$ cat config.mk
export PLATFORM = sky130hd
export DESIGN_NAME = softusb_dbgio
export DESIGN_NICKNAME = d
export VERILOG_FILES = /design/src/rtl/softusb_dbgio.sv
export SDC_FILE = /design/constraint.sdc
export NUM_CORES = 1
export LEC_CHECK = 0
export ABC_AREA = 1
export CAP_MARGIN = 20
export CORE_ASPECT_RATIO = 0.9
export CORE_MARGIN = 5
export CORE_UTILIZATION = 45
export CTS_CLUSTER_SIZE = 16
export DETAILED_ROUTE_END_ITERATION = 8
export GPL_TIMING_DRIVEN = 0
export PLACE_DENSITY = 0.6
export SYNTH_ARGS = -nofsm -noshare
export SYNTH_HDL_FRONTEND = slang
export SYNTH_SLANG_ARGS = --single-unit
$ cat constraint.sdc
create_clock -name clk -period 3.03 [get_ports clk]
set_input_delay 0.606 -clock clk [delete_from_list [all_inputs] [get_ports clk]]
set_output_delay 0.606 -clock clk [all_outputs]
set_load 0.02 [all_outputs]
$ cat src/rtl/softusb_dbgio.sv
// softusb_dbgio -- debug and test-control peripheral for the navre I/O bus.
//
// Register window (offsets from csr_base):
//   +0 END   write latches the end code once (first write wins), read = code
//   +1 CON   write pushes a console byte, read = FIFO level (saturates at 8'hff)
//   +2 STAT  read = {3'b0, ovf, timeout, empty, full, done}, write bit4 clears ovf
//   +3 KICK  write clears the watchdog counter, read = 8'h00
//   +4..     scratch registers SCR[0..nscratch-1]
//   Reads outside the window return {2'b00, io_a}; writes there are ignored.
//
// Ports:
//   clk, rst            clock, asynchronous active-high reset
//   io_re, io_we        CPU I/O read / write strobes
//   io_a, io_do         I/O address and CPU write data
//   io_di               registered read data (updated only when io_re = 1)
//   con_data/valid/ready console FIFO drain port (pop on valid & ready)
//   done, pass, code    sticky end-of-test flag, pass indication, end code
//   timeout             sticky watchdog-fired flag
//
// Optional feature: define SOFTUSB_DBGIO_WATCHDOG_EN to build the cycle-count
// watchdog. Without it, timeout stays 0 and KICK writes do nothing.
//
// Handshake: a console byte transfers on every rising clk edge where
// con_valid and con_ready are both high; con_data is stable while con_valid
// is high and con_ready is low.

module softusb_dbgio #(
   parameter logic [5:0] csr_base   = 6'h00,
   parameter int         nscratch   = 4,
   parameter int         fifo_depth = 4,
   parameter int         wdt_width  = 20
) (
   input  logic       clk,
   input  logic       rst,
   input  logic       io_re,
   input  logic       io_we,
   input  logic [5:0] io_a,
   input  logic [7:0] io_do,
   output logic [7:0] io_di,
   output logic [7:0] con_data,
   output logic       con_valid,
   input  logic       con_ready,
   output logic       done,
   output logic       pass,
   output logic [7:0] code,
   output logic       timeout
);

   localparam int depth = 1 << fifo_depth;
   localparam int win   = 4 + nscratch;
   localparam logic [fifo_depth:0] ptr_one = 1;

   // Address decode. A wrapped subtraction puts addresses below csr_base far
   // above the window, since the window never wraps past 6'h3f.
   logic [5:0] off;
   logic       in_win;
   logic       wr_end, wr_con, wr_stat;

   assign off     = io_a - csr_base;
   assign in_win  = (off < 6'(win));
   assign wr_end  = io_we && in_win && (off == 6'd0);
   assign wr_con  = io_we && in_win && (off == 6'd1);
   assign wr_stat = io_we && in_win && (off == 6'd2);

   // Console FIFO: pointers carry one extra wrap bit to tell full from empty.
   logic [7:0]          mem [depth];
   logic [fifo_depth:0] wptr, rptr, level;
   logic                full, empty, push_ok, pop, ovf;
   logic [31:0]         level_ext;
   logic [7:0]          level_byte;

   assign full       = (wptr[fifo_depth] != rptr[fifo_depth]) &&
                       (wptr[fifo_depth-1:0] == rptr[fifo_depth-1:0]);
   assign empty      = (wptr == rptr);
   assign level      = wptr - rptr;
   assign con_valid  = !empty;
   assign con_data   = mem[rptr[fifo_depth-1:0]];
   assign pop        = con_valid && con_ready;
   // Fullness is judged before any same-cycle pop, so a push on a full FIFO
   // is dropped even while the consumer is draining.
   assign push_ok    = wr_con && !full;
   assign level_ext  = 32'(level);
   assign level_byte = (level_ext > 32'd255) ? 8'hff : level_ext[7:0];

   // Storage is intentionally not reset; reset pointers make it unreachable.
   always_ff @(posedge clk) begin
      if (push_ok) mem[wptr[fifo_depth-1:0]] <= io_do;
   end

   always_ff @(posedge clk or posedge rst) begin
      if (rst) begin
         wptr <= '0;
         rptr <= '0;
         ovf  <= 1'b0;
      end else begin
         if (push_ok) wptr <= wptr + ptr_one;
         if (pop)     rptr <= rptr + ptr_one;
         if (wr_con && full)          ovf <= 1'b1;
         else if (wr_stat && io_do[4]) ovf <= 1'b0;
      end
   end

   // Scratch registers
   logic [7:0] scr [nscratch];

   always_ff @(posedge clk or posedge rst) begin
      if (rst) begin
         for (int i = 0; i < nscratch; i++) scr[i] <= 8'h00;
      end else if (io_we && in_win) begin
         for (int i = 0; i < nscratch; i++)
            if (off == 6'(4 + i)) scr[i] <= io_do;
      end
   end

   // Watchdog
   logic wdt_fire;

`ifdef SOFTUSB_DBGIO_WATCHDOG_EN
   localparam logic [wdt_width-1:0] wdt_one = 1;
   logic [wdt_width-1:0] wdt_cnt;
   logic                 wr_kick;

   assign wr_kick  = io_we && in_win && (off == 6'd3);
   assign wdt_fire = !done && (&wdt_cnt);

   // Counting stops once done is set, so the counter freezes after any end.
   always_ff @(posedge clk or posedge rst) begin
      if (rst)          wdt_cnt <= '0;
      else if (wr_kick) wdt_cnt <= '0;
      else if (!done)   wdt_cnt <= wdt_cnt + wdt_one;
   end
`else
   assign wdt_fire = 1'b0;
`endif

   // Read mux (combinational, registered into io_di below)
   logic [7:0] stat, rdata;

   assign stat = {3'b000, ovf, timeout, empty, full, done};

   always_comb begin
      rdata = {2'b00, io_a};
      if (in_win) begin
         case (off)
            6'd0:    rdata = code;
            6'd1:    rdata = level_byte;
            6'd2:    rdata = stat;
            6'd3:    rdata = 8'h00;
            default: begin
               rdata = 8'h00;
               for (int i = 0; i < nscratch; i++)
                  if (off == 6'(4 + i)) rdata = scr[i];
            end
         endcase
      end
   end

   // End-of-test state and read data. An END write beats a same-cycle
   // watchdog expiry so the software-supplied code is preserved.
   always_ff @(posedge clk or posedge rst) begin
      if (rst) begin
         io_di   <= 8'h00;
         done    <= 1'b0;
         code    <= 8'h00;
         timeout <= 1'b0;
      end else begin
         if (io_re) io_di <= rdata;
         if (wr_end && !done) begin
            code <= io_do;
            done <= 1'b1;
         end else if (wdt_fire) begin
            code    <= 8'hee;
            done    <= 1'b1;
            timeout <= 1'b1;
         end
      end
   end

   assign pass = done && (code == 8'hfe);

endmodule

==> results of run 1 <==
## per-stage QoR
stage / setup WS, ns / setup TNS [ns] / hold slack, ns / utilization (%)
5_1_grt: -0.00324 / -0.00917 / 0.506 / 54.2
6_report: 0.131 / 0 / 0.486 / 54.2
3_5_place_dp: -0.331 / -29.76 / 0.474 / 50.2
2_1_floorplan: 0.545 / 0 / 0.453 / -
4_1_cts: 0.0162 / 0 / 0.483 / 54.2
3_3_place_gp: -0.296 / -31.52 / 0.468 / 50.1
## cell usage after synthesis, types with 3 or more instances
library cell | count | share of area [%]
sky130_fd_sc_hd__clkbuf_1 | 17 | 0.79
sky130_fd_sc_hd__ha_1 | 9 | 1.4
sky130_fd_sc_hd__o211ai_1 | 5 | 0.46
sky130_fd_sc_hd__o21ai_0 | 109 | 6.7
sky130_fd_sc_hd__nand2_1 | 138 | 6.4
sky130_fd_sc_hd__inv_2 | 3 | 0.14
sky130_fd_sc_hd__nor2_1 | 113 | 5.2
sky130_fd_sc_hd__a21oi_1 | 12 | 0.74
sky130_fd_sc_hd__inv_1 | 48 | 2.2
sky130_fd_sc_hd__nand2_2 | 6 | 0.46
sky130_fd_sc_hd__o221ai_1 | 12 | 1.3
sky130_fd_sc_hd__nor2_4 | 5 | 0.69
sky130_fd_sc_hd__xor2_1 | 5 | 0.54
sky130_fd_sc_hd__edfxtp_1 | 128 | 47
sky130_fd_sc_hd__dfrtp_1 | 60 | 19
sky130_fd_sc_hd__o22ai_1 | 18 | 1.4
sky130_fd_sc_hd__nand3_1 | 36 | 2.2
sky130_fd_sc_hd__buf_2 | 10 | 0.62
sky130_fd_sc_hd__nand4_1 | 10 | 0.77
## logic make-up (layout without fill, tap and decap cells)
group | after synthesis | in the layout
adders and majority gates | 10 | 10
and+or+nand+nor | 316 | 316
other | 1 | 1
buffers and inverters | 82 | 160
DFF | 188 | 188
AOI/OAI and AO/OA | 159 | 159
xor gates and xnor gates | 7 | 7
## sequential cells by signal, indices dropped and copies added, names as in the netlist
signal,flops
code,8
done,1
io_di,8
mem,128
ovf,1
rptr,5
scr,32
wptr,5
## what timing repair did
action,CTS,global route
buffers inserted,2,0
gates resized for setup,34,22
pin swaps,1,1
endpoints found under the hold margin,0,0
endpoints found under the setup margin,129,39
## report_power, final
part | total, mW | leakage (nW) | switching [mW] | internal (mW)
clock network | 2.49 | 0.313 | 0.988 | 1.50
logic | 2.19 | 1.42 | 1.47 | 0.722
registers | 2.87 | 1.94 | 0.0612 | 2.80
total | 7.55 | 3.68 | 2.52 | 5.03
## path summary, 6_finish.rpt
kind / from / end / slack (ns) / cells after the start
setup / recovery: rptr[0] / con_data[6] / 0.13 / 9
hold / removal: rst / scr[31] / 0.49 / 2
setup reg to reg: rptr[1] / mem[13][0] / 0.18 / 8
hold reg to reg: scr[15] / scr[15] / 0.49 / 2
max in group asynchronous: rst / rptr[1] / 1.98 / 3
min in group clk: scr[15] / scr[15] / 0.49 / 2
## worst max-delay path: cells and delay by family, from the launching register on
kind,cells,cell delay (ns)
flops,1,0.41
buf+inv,5,0.91
simple gates,2,0.19
compound gates,2,0.34
## area by class of cell
type	count	share of cell area (%)
clock inverters	12	2.21
plain buffers	28	1.82
inverters	52	2.04
multi-input cells	493	25.6
well taps	240	3.13
repair buffers	48	4.75
clock buffers	20	4.66
flip-flops and latches	188	55.8
## layer usage
layer  part of all wire [%]  global-route usage (%)  vias up  wire [um]
met5                      0                       0        -          0
met4                    1.5                    5.84        0        300
met3                    6.2                    5.13       32       1260
met2                     46                    30.7      175       9400
met1                     47                    30.1     2874       9540
li1                       -                       -     2768          -
==> results.md, run 1 <==
Clock network:
- The clock latency on the worst-skew pair is 0.44 ns.
- The number of buffers added to fix hold violations after cts is 0.
- The CTS sink count is 188.
- TritonCTS built the clock tree.
- CTS placed an instance of sky130_fd_sc_hd__clkbuf_16 at the clock tree root.
- Counting the buffers created by CTS gives 17.
- The clock-pin slew on the worst setup and hold paths is 0.06 ns.
- The H-tree level count is 4.
- The maximum clock insertion buffer count is 2.

Synthesis:
- Counting flops with an async set or reset pin after synthesis yields a share of 31.9%.
- The synthesized netlist devotes 10.8% of its cell area to compound gates.
- After synthesis, the largest family of logic cells by area is simple AND/OR/NAND/NOR gates.
- After synthesis the netlist holds a flip-flop and latch count of 188.
- The post-synthesis xor/xnor area fraction is 0.849%.
- The net count of the mapped netlist is 792.
- Yosys mapped a number of flops with a built-in enable equal to 128.
- The area share of and/or/nand/nor cells after synthesis is 16.6%.
- For this run, the register share of the synthesized area comes to 65.9%.
- In this run the mean area of a mapped cell was 10.6 um^2.
- The synthesized cell area is 8110 um^2.
- The share of synthesized cell area in full adder, half adder and majority cells is 1.64%.
- The number of different library cells used by synthesis comes to 33.
- The most frequently used flop master after synthesis is sky130_fd_sc_hd__edfxtp_1.
- The fraction of synthesized area in multiplexers is 0%.
- The gate count of the mapped netlist is 763.
- During synthesis, Yosys emitted a total of 0 warnings.

Layout:
- The share of post-route cells with drive strength above 1 is 11.3%.
- The count of placed standard cells in the final layout, fillers left out is 1081.
- The library cell used most frequently in the layout, excluding fill and tap cells, is sky130_fd_sc_hd__nand2_1.
- Counting the fill cells in the layout gives 1540.
- The growth of design area from synthesis to finish is 18.2%.
- The number of antenna diodes in the final layout is 0.
- In the layout the commonest cells are 138 x sky130_fd_sc_hd__nand2_1, 128 x sky130_fd_sc_hd__edfxtp_1, 109 x sky130_fd_sc_hd__o21ai_0.
- In the final layout, the multi-input gates occupy 2450 um^2.
- The design area is 9580 um^2.
- The final layout contains 857 nets.
- In the final layout, flip-flops and latches occupy 5350 um^2.

Drt:
- The detailed router placed 5849 vias in this run.
- The count of TritonRoute iterations in the first routing pass is 5.
- The detail route stage leaves a number of antenna-violating nets equal to 0.
- Summed over all layers, the routed wires come to 20500 um.
- The ratio of routed vias to standard cells is 5.41.
- The post-route DRC violation count is 0.
- In the final routed layout, each cell accounts on average for 19.0 um.
- The violation count after the first detailed-route iteration is 592.

GRT:
- The global router's overall resource usage is 20.6%.
- Entering global routing, the biggest net connects 43 pins.
- Summed over all layers, the global routing overflow is 0.
- The via count of the first global-routing pass is 5698.
- The first global-routing pass estimated 31800 um of wire.
- The number of antenna violations at the first check in global routing is 0.

Critical path:
- Walking the worst path, the cells encountered are buf_4, inv_1, buf_6, buf_4, nor2_1, o211ai_1, o211ai_1, nand3_1, clkdlybuf4s15_1.
- The type of element capturing the critical path is a primary output.
- The critical path data required time is 2.42 ns.
- The type of the worst setup path is flop to primary output.
- For this run, the slowest stage of the critical path takes 0.41 ns.
- STA classifies the critical path startpoint as a flop.
- The highest net fanout along the worst path is 10.
- For the worst setup path, the data arrival time is 2.29 ns.
- The slowest cell on the critical path is sky130_fd_sc_hd__dfrtp_1.

Place:
- The number of placed instances with taps included is 1049.
- The wire-length estimate of the detail-placed layout is 14400 um.
- Once placement finished, the instance area stood at 8880 um^2.
- The weighted congestion at the end of routability-driven global placement is 0.877.
- Buffers placed on the I/O ports in this run total 45.

Timing:
- The maximum clock rate is 0.345 GHz.
- Setup violations remaining at the end of the flow were counted as 0.
- The total count of max-transition violations in the final report was 0.
- The clock arrives with 0.0159 ns of skew.
- For the finished layout, the period the worst path requires is 2.90 ns.
- Setup repair after global routing could not meet its margin everywhere.
- At the pin with the least slew margin, the transition time is 0.856 ns.
- In this run the tightest slew margin relative to its limit is 42.7%.
- The final hold violation count is 0.
- The period utilization is 95.7%.

Outcome:
- The run finished with clean final reports.

Power:
- The power consumption is 7.55 mW.
- The analysis attributes to cell leakage a power of 3.68 nW.
- Power spread over the standard cell area amounts to 788 nW/um^2.
- The maximum ir drop on the vdd rail is 0.416 mV.

Floorplanning:
- The total die area is 20800 um^2.
- The core region is 17700 um^2.
- The total I/O pin count is 47.
- In this run the core area contains 46 standard-cell rows.
- The vertical die dimension is 137 um.
- The overall die width is 151 um.
- The initial core utilization is 45.9%.

Flow run:
- Max-cap violations in this run came to 0.

Worst hold path:
- The worst hold path class is primary input to async pin.
No activity file was read; power rests on OpenSTA's default activity.
==> run 2, diff against run 1 <==
- clock period: 3.03 -> 3.7 ns (I/O delays scaled with it)
==> run 2 against run 1 <==
Net effect:
- utilization decreased by 0.13 points
- combinational power decreased by 17%
- sequential power decreased by 18%
- clock skew decreased by 0.0065 ns
- design area decreased by 0.24%
- count of clock-buffer cells in the layout unchanged
- worst hold slack improved by 0.0046 ns
==> results.md, run 2 (same netlist as run 1, synthesis figures left out) <==
Floorplanning:
- 47 I/O pins were placed.
- The placeable core region is 17700 um^2.
- The number of cell rows is 46.
- For this configuration, the core starts out at a cell density of 45.9%.
- The total die area is 20800 um^2.
- The vertical die dimension is 137 um.
- The overall die width is 151 um.

Layout:
- The area growth from synthesis to layout is 17.9%.
- The register with the most flip-flops in the layout has 128 of them.
- After the last flow step, the layout net total stands at 856.
- The share of post-route cells with drive strength above 1 is 8.93%.
- The utilization after layout is 54.1%.
- Once layout is done, the placed cells without fillers occupy 9560 um^2.
- In the layout the commonest cells are 138 x sky130_fd_sc_hd__nand2_1, 128 x sky130_fd_sc_hd__edfxtp_1, 113 x sky130_fd_sc_hd__nor2_1.
- 0 antenna diodes ended up in the layout.
- The library cell used most frequently in the layout, excluding fill and tap cells, is sky130_fd_sc_hd__nand2_1.

Drt:
- The detail route stage leaves a number of antenna-violating nets equal to 0.
- Dividing the detail-routed wire length by the instance count gives 19.0 um.
- The post-route DRC violation count is 0.
- The ratio of routed vias to standard cells is 5.45.
- The count of TritonRoute iterations in the first routing pass is 5.
- The sum of routed wire length over all layers is 20600 um.
- The violation count after the first detailed-route iteration is 643.
- The via count of the routed design is 5885.

Clock network:
- The tree is rooted in a sky130_fd_sc_hd__clkbuf_16.
- The CTS tree is yes.
- The clock buffer count from CTS is 17.
- The number of hold buffers added after CTS was 0.
- The CTS sink count is 188.
- The maximum clock insertion buffer count is 2.
- The H-tree generated during clock tree synthesis spans 4 levels.
- Clock latency on the worst-skew pair, taken at its later pin, is 0.44 ns.
- After clock tree synthesis, the clock-pin slew on the worst setup and hold paths is 0.07 ns.

Timing:
- The final hold violation count was 0.
- Setup repair after global routing left no endpoint under its margin.
- For the pin with the worst max-slew slack, the measured transition is 0.925 ns.
- The final critical path takes up 95.6% of the cycle.
- The total negative slack is 0 ns.
- The worst clock skew is 0.00942 ns.
- The maximum clock rate is 0.283 GHz.
- The routed design could run at a clock period as short as 3.54 ns.
- The total setup violations reported at the end of the flow is 0.
- The total count of max-transition violations in the final report is 0.
- Measured against its own limit, the worst slew margin works out to 38.1%.

Critical path:
- Data arrives at the worst endpoint at 2.80 ns.
- The cell repeated most along the worst path is sky130_fd_sc_hd__nand3_1.
- For flop-to-flop paths, the worst setup slack is 0.60 ns.
- STA classifies the critical path startpoint as a flop.
- Traced cell by cell, the critical path runs through inv_1, clkbuf_2, o21ai_0, o221ai_1, nand3_1, nand3_1, clkdlybuf4s50_1.
- The type of the worst setup path is flop to primary output.
- The critical path data required time is 2.96 ns.
- Along the worst path, the maximum fanout reaches 10.
- The type of element capturing the critical path is a primary output.
- The critical path's top delay family is buffers and inverters.
- The number of buffers and inverters on the critical path is 3.
- The largest stage delay on the critical path is 0.61 ns.
- The slowest cell on the critical path is sky130_fd_sc_hd__clkdlybuf4s50_1.

GRT:
- The first global-routing pass estimated 31700 um of wire.
- The via count of the first global-routing pass was 5689.
- The number of antenna violations at the first check in global routing was 0.
- The maximum number of pins on one net before global-route repair is 43.
- Global routing used 20.6% of the available tracks.
- The overflow left after global routing is 0.

Power:
- The static leakage power is 3.68 nW.
- VDD sags by at most 0.338 mV.
- The power density over the cells is 648 nW/um^2.
- The power consumption is 6.19 mW.

Place:
- Input and output buffers added on the ports amount to 45.
- The weighted congestion at the end of routability-driven global placement is 0.877.
- Detailed placement ended at an HPWL of 14400 um.
- The cell area after placement is 8880 um^2.

Worst hold path:
- The worst hold path class is flop to flop.

Flow run:
- The count of max-cap constraint violations is 0.

Outcome:
- The flow ran to the end, and the final reports show no timing, DRC or antenna violations.
## run 2: changes by cell type in the layout (fill, tap and decap cells not counted), moves of 4 or more
cell,before,now
sky130_fd_sc_hd__buf_4,8,2
sky130_fd_sc_hd__clkbuf_1,6,10
sky130_fd_sc_hd__clkbuf_2,13,8
sky130_fd_sc_hd__clkdlybuf4s50_1,36,42
sky130_fd_sc_hd__nor2_1,108,113
sky130_fd_sc_hd__nor2_2,7,2
## run 2: final timing paths
path,to,cells after the start,startpoint
worst max-delay path,con_data[4],7,rptr[1]
worst min-delay path,scr[15],2,scr[15]
worst max register to register,mem[3][1],8,rptr[3]
worst min register to register,scr[15],2,scr[15]
max in group asynchronous,rptr[2],3,rst
min in group asynchronous,scr[31],2,rst
## run 2: power breakdown
| part | internal, mW | switching [mW] | total (mW) |
|---|---|---|---|
| clock | 1.23 | 0.809 | 2.04 |
| combinational | 0.618 | 1.19 | 1.81 |
| sequential | 2.30 | 0.0503 | 2.35 |
## run 2: routing by layer
layer / track usage, % / vias up / wire length [um]
li1: - / 2773 / -
met1: 30.4 / 2910 / 9410
met2: 30.8 / 170 / 9410
met3: 4.77 / 32 / 1410
met4: 5.64 / 0 / 334
met5: 0 / - / 0
## run 2: worst register-to-register path, stage by stage, from the launching register on
cell and delay, ns:
sky130_fd_sc_hd__dfrtp_1 0.37, sky130_fd_sc_hd__inv_1 0.08, sky130_fd_sc_hd__clkbuf_1 0.47, sky130_fd_sc_hd__ha_1 0.41
sky130_fd_sc_hd__nand4_1 0.13, sky130_fd_sc_hd__nor2_1 0.09, sky130_fd_sc_hd__nor2_4 0.25, sky130_fd_sc_hd__nand3_1 0.18
sky130_fd_sc_hd__nor2_1 0.73
## run 2: area by class of cell
class,instances,area [um^2]
fill,1548,8110
multi-input combinational,493,2430
sequential,188,5350
buffer,29,154
tap,240,300
inverter,52,195
clock buffer,20,447
timing repair buffer,46,478
clock inverter,12,211
## run 2: through the flow
step,setup slack [ns],hold WS (ns),cells
2_1_floorplan,1.21,0.453,763
3_3_place_gp,0.252,0.468,1048
3_5_place_dp,0.275,0.474,1049
4_1_cts,0.00438,0.490,1081
5_1_grt,0.0367,0.506,1080
6_report,0.164,0.490,1080
## run 2: repair_timing
action / CTS / global route
endpoints found under the setup margin: 7 / 9
hold endpoints to repair: 0 / 0
gates resized for setup: 7 / 8
setup buffers: 0 / 0
==> run 3, diff against run 2 <==
- CORE_MARGIN: 5 -> 1.5
- PLACE_DENSITY: 0.6 -> not set
==> run 3 against run 2 <==
Net effect:
- design area grew 0.26%
- wire length shrank 0.29%
- utilization grew 0.32 points
- critical path depth grew 2
- largest power group unchanged
- highest routed layer unchanged
==> results.md, run 3 (same netlist as run 1, synthesis figures left out) <==
Clock network:
- The buffer type at the clock tree root is sky130_fd_sc_hd__clkbuf_16.
- The CTS tree is yes.
- The maximum clock insertion buffer count is 2.
- The later pin in the worst-skew pair is clocked with a latency of 0.43 ns.
- The number of buffers added to fix hold violations after cts is 0.
- The H-tree level count is 4.
- The post-CTS setup buffer count is 0.
- TritonCTS created 17 clock buffers.
- After clock tree synthesis, the clock-pin slew on the worst setup and hold paths is 0.07 ns.
- The CTS sink count is 188.

GRT:
- The first global-routing pass estimated 31700 um of wire.
- The via count of the first global-routing pass is 5669.
- The number of antenna violations at the first check in global routing is 0.
- For this run, the total global-route usage over all layers was measured as 23.1%.
- For this run the aggregate overflow at the end of global routing stands at 0.
- Entering global routing, the biggest net connects 43 pins.

Floorplanning:
- For this design the top-level I/O count stands at 47.
- The region available for standard cell placement spans 17600 um^2.
- From bottom edge to top edge, the die measures 130 um.
- The initial core utilization is 46.0%.
- In this run the horizontal extent of the chip is 144 um.
- The number of cell rows is 46.
- The total die area is 18800 um^2.

Drt:
- The count of TritonRoute iterations in the first routing pass is 5.
- In this run the remaining antenna-violating nets after routing total 0.
- Detailed routing inserted a total of 5885 vias.
- After detailed routing, the number of vias per cell comes to 5.45.
- In the final routed layout, each cell accounts on average for 19.0 um.
- The sum of routed wire length over all layers is 20500 um.
- After the first detailed-routing iteration, the DRC count stood at 603.
- After detailed routing, the number of remaining DRC violations is 0.

Flow run:
- The count of max-cap constraint violations is 0.

Outcome:
- The run finished with clean final reports.

Layout:
- The commonest non-fill, non-tap cell in the layout is sky130_fd_sc_hd__nand2_1.
- After routing the design area is 9580 um^2.
- At the end of the flow, the number of nets in the layout was 856.
- The top cell types in the final layout, fill and taps aside, are 138 x sky130_fd_sc_hd__nand2_1, 128 x sky130_fd_sc_hd__edfxtp_1, 113 x sky130_fd_sc_hd__nor2_1.
- The growth of design area from synthesis to finish is 18.2%.
- In the final layout, the share of cells above drive strength 1 is 9.18%.
- The register with the most flip-flops in the layout has 128 of them.
- The antenna diode count is 0.
- Leaving out filler cells and counting taps, the final layout contains 1079.

Timing:
- Hold timing on the final database bottoms out at a slack of 0.482 ns.
- The final hold violation count is 0.
- Setup repair after global routing left no endpoint under its margin.
- In the finished design, the share of the clock period the worst path needs comes to 95.9%.
- Static timing analysis puts the maximum clock frequency at 0.282 GHz.
- The total negative slack is 0 ns.
- The total count of max-transition violations in the final report is 0.
- The worst path needs 3.55 ns of the cycle, external delays included.
- The headroom to the max-slew limit is 39.7%.
- Between clock sinks in the finished design, the worst skew comes to 0.0107 ns.
- At the pin with the least slew margin, the transition time is 0.902 ns.
- The total setup violations reported at the end of the flow is 0.

Power:
- IR analysis of the VDD net gives a maximum drop of 0.372 mV.
- For this design the static power due to leakage is 3.73 nW.
- Power spread over the standard cell area amounts to 651 nW/um^2.
- Total power for the finished layout comes to 6.24 mW.

Place:
- In this run the cell area measured after placement is 8880 um^2.
- Input and output buffers added on the ports amount to 45.
- The weighted congestion at the end of routability-driven global placement is 0.865.
- The number of placed instances with taps included is 1049.
- The wire-length estimate of the detail-placed layout is 14300 um.

Critical path:
- Data arrives at the worst endpoint at 2.81 ns.
- The start point of the critical path is rptr[0].
- The type of element capturing the critical path is a primary output.
- The launching point of the worst reg2reg path is rptr[1].
- The worst setup path is launched from a flop.
- The critical path data required time is 2.96 ns.
- The type of the worst setup path is flop to primary output.
- Of all nets on the critical path, the largest fanout is 10.

Worst hold path:
- The worst hold path class is flop to flop.
- In this run the most critical hold path is launched from io_di[7].
[run 3: area by class of cell]
type	count	area (um^2)
fillers	1593	8030
flip-flops and latches	188	5350
multi-input cells	493	2440
repair buffers	46	485
clock buffers	17	425
well taps	240	300
clock inverters	14	238
inverters	52	195
plain buffers	29	155
[run 3: report_power, final]
part	total, mW	switching (mW)	internal (mW)
Sequential	2.35	0.0525	2.30
Combinational	1.83	1.22	0.616
Clock	2.06	0.788	1.27
Total	6.24	2.06	4.18
[run 3: metrics by stage]
step	setup slack, ns	utilization (%)
after detailed placement	0.238	50.4
after CTS	0.0196	54.2
final	0.151	54.4
after floorplan	1.21	-
after global placement	0.307	50.3
after global routing	0.00958	54.4
[run 3: path summary, 6_finish.rpt]
kind | end | slack [ns] | depth (start not counted)
worst max-delay path | con_data[4] | 0.15 | 9
worst min-delay path | io_di[7] | 0.48 | 2
worst max register to register | mem[3][1] | 0.65 | 8
worst min register to register | io_di[7] | 0.48 | 2
max in group asynchronous | io_di[2] | 2.49 | 3
min in group asynchronous | scr[16] | 0.62 | 2
[run 3: timing repair]
action / in CTS / in global routing
resized for setup: 6 / 18
setup endpoints to repair: 7 / 9
cloned: 0 / 0
pin swaps: 0 / 0
endpoints found under the hold margin: 0 / 0
[run 3: metal layers]
| layer | part of all wire (%) | track usage [%] |
|---|---|---|
| met1 | 47 | 33.6 |
| met4 | 0.90 | 5.76 |
| met5 | 0 | 0 |
| met2 | 46 | 34.7 |
| met3 | 5.9 | 5.94 |
[run 3: worst max-delay path, cell delays in order (launching register included)]
cell and delay, ns:
sky130_fd_sc_hd__dfrtp_1 0.43, sky130_fd_sc_hd__buf_2 0.21, sky130_fd_sc_hd__inv_1 0.08, sky130_fd_sc_hd__clkbuf_4 0.20, sky130_fd_sc_hd__clkbuf_4 0.24, sky130_fd_sc_hd__nor2_1 0.05, sky130_fd_sc_hd__o221ai_1 0.24, sky130_fd_sc_hd__nand3_2 0.17
sky130_fd_sc_hd__nand3_1 0.14, sky130_fd_sc_hd__clkdlybuf4s50_1 0.61
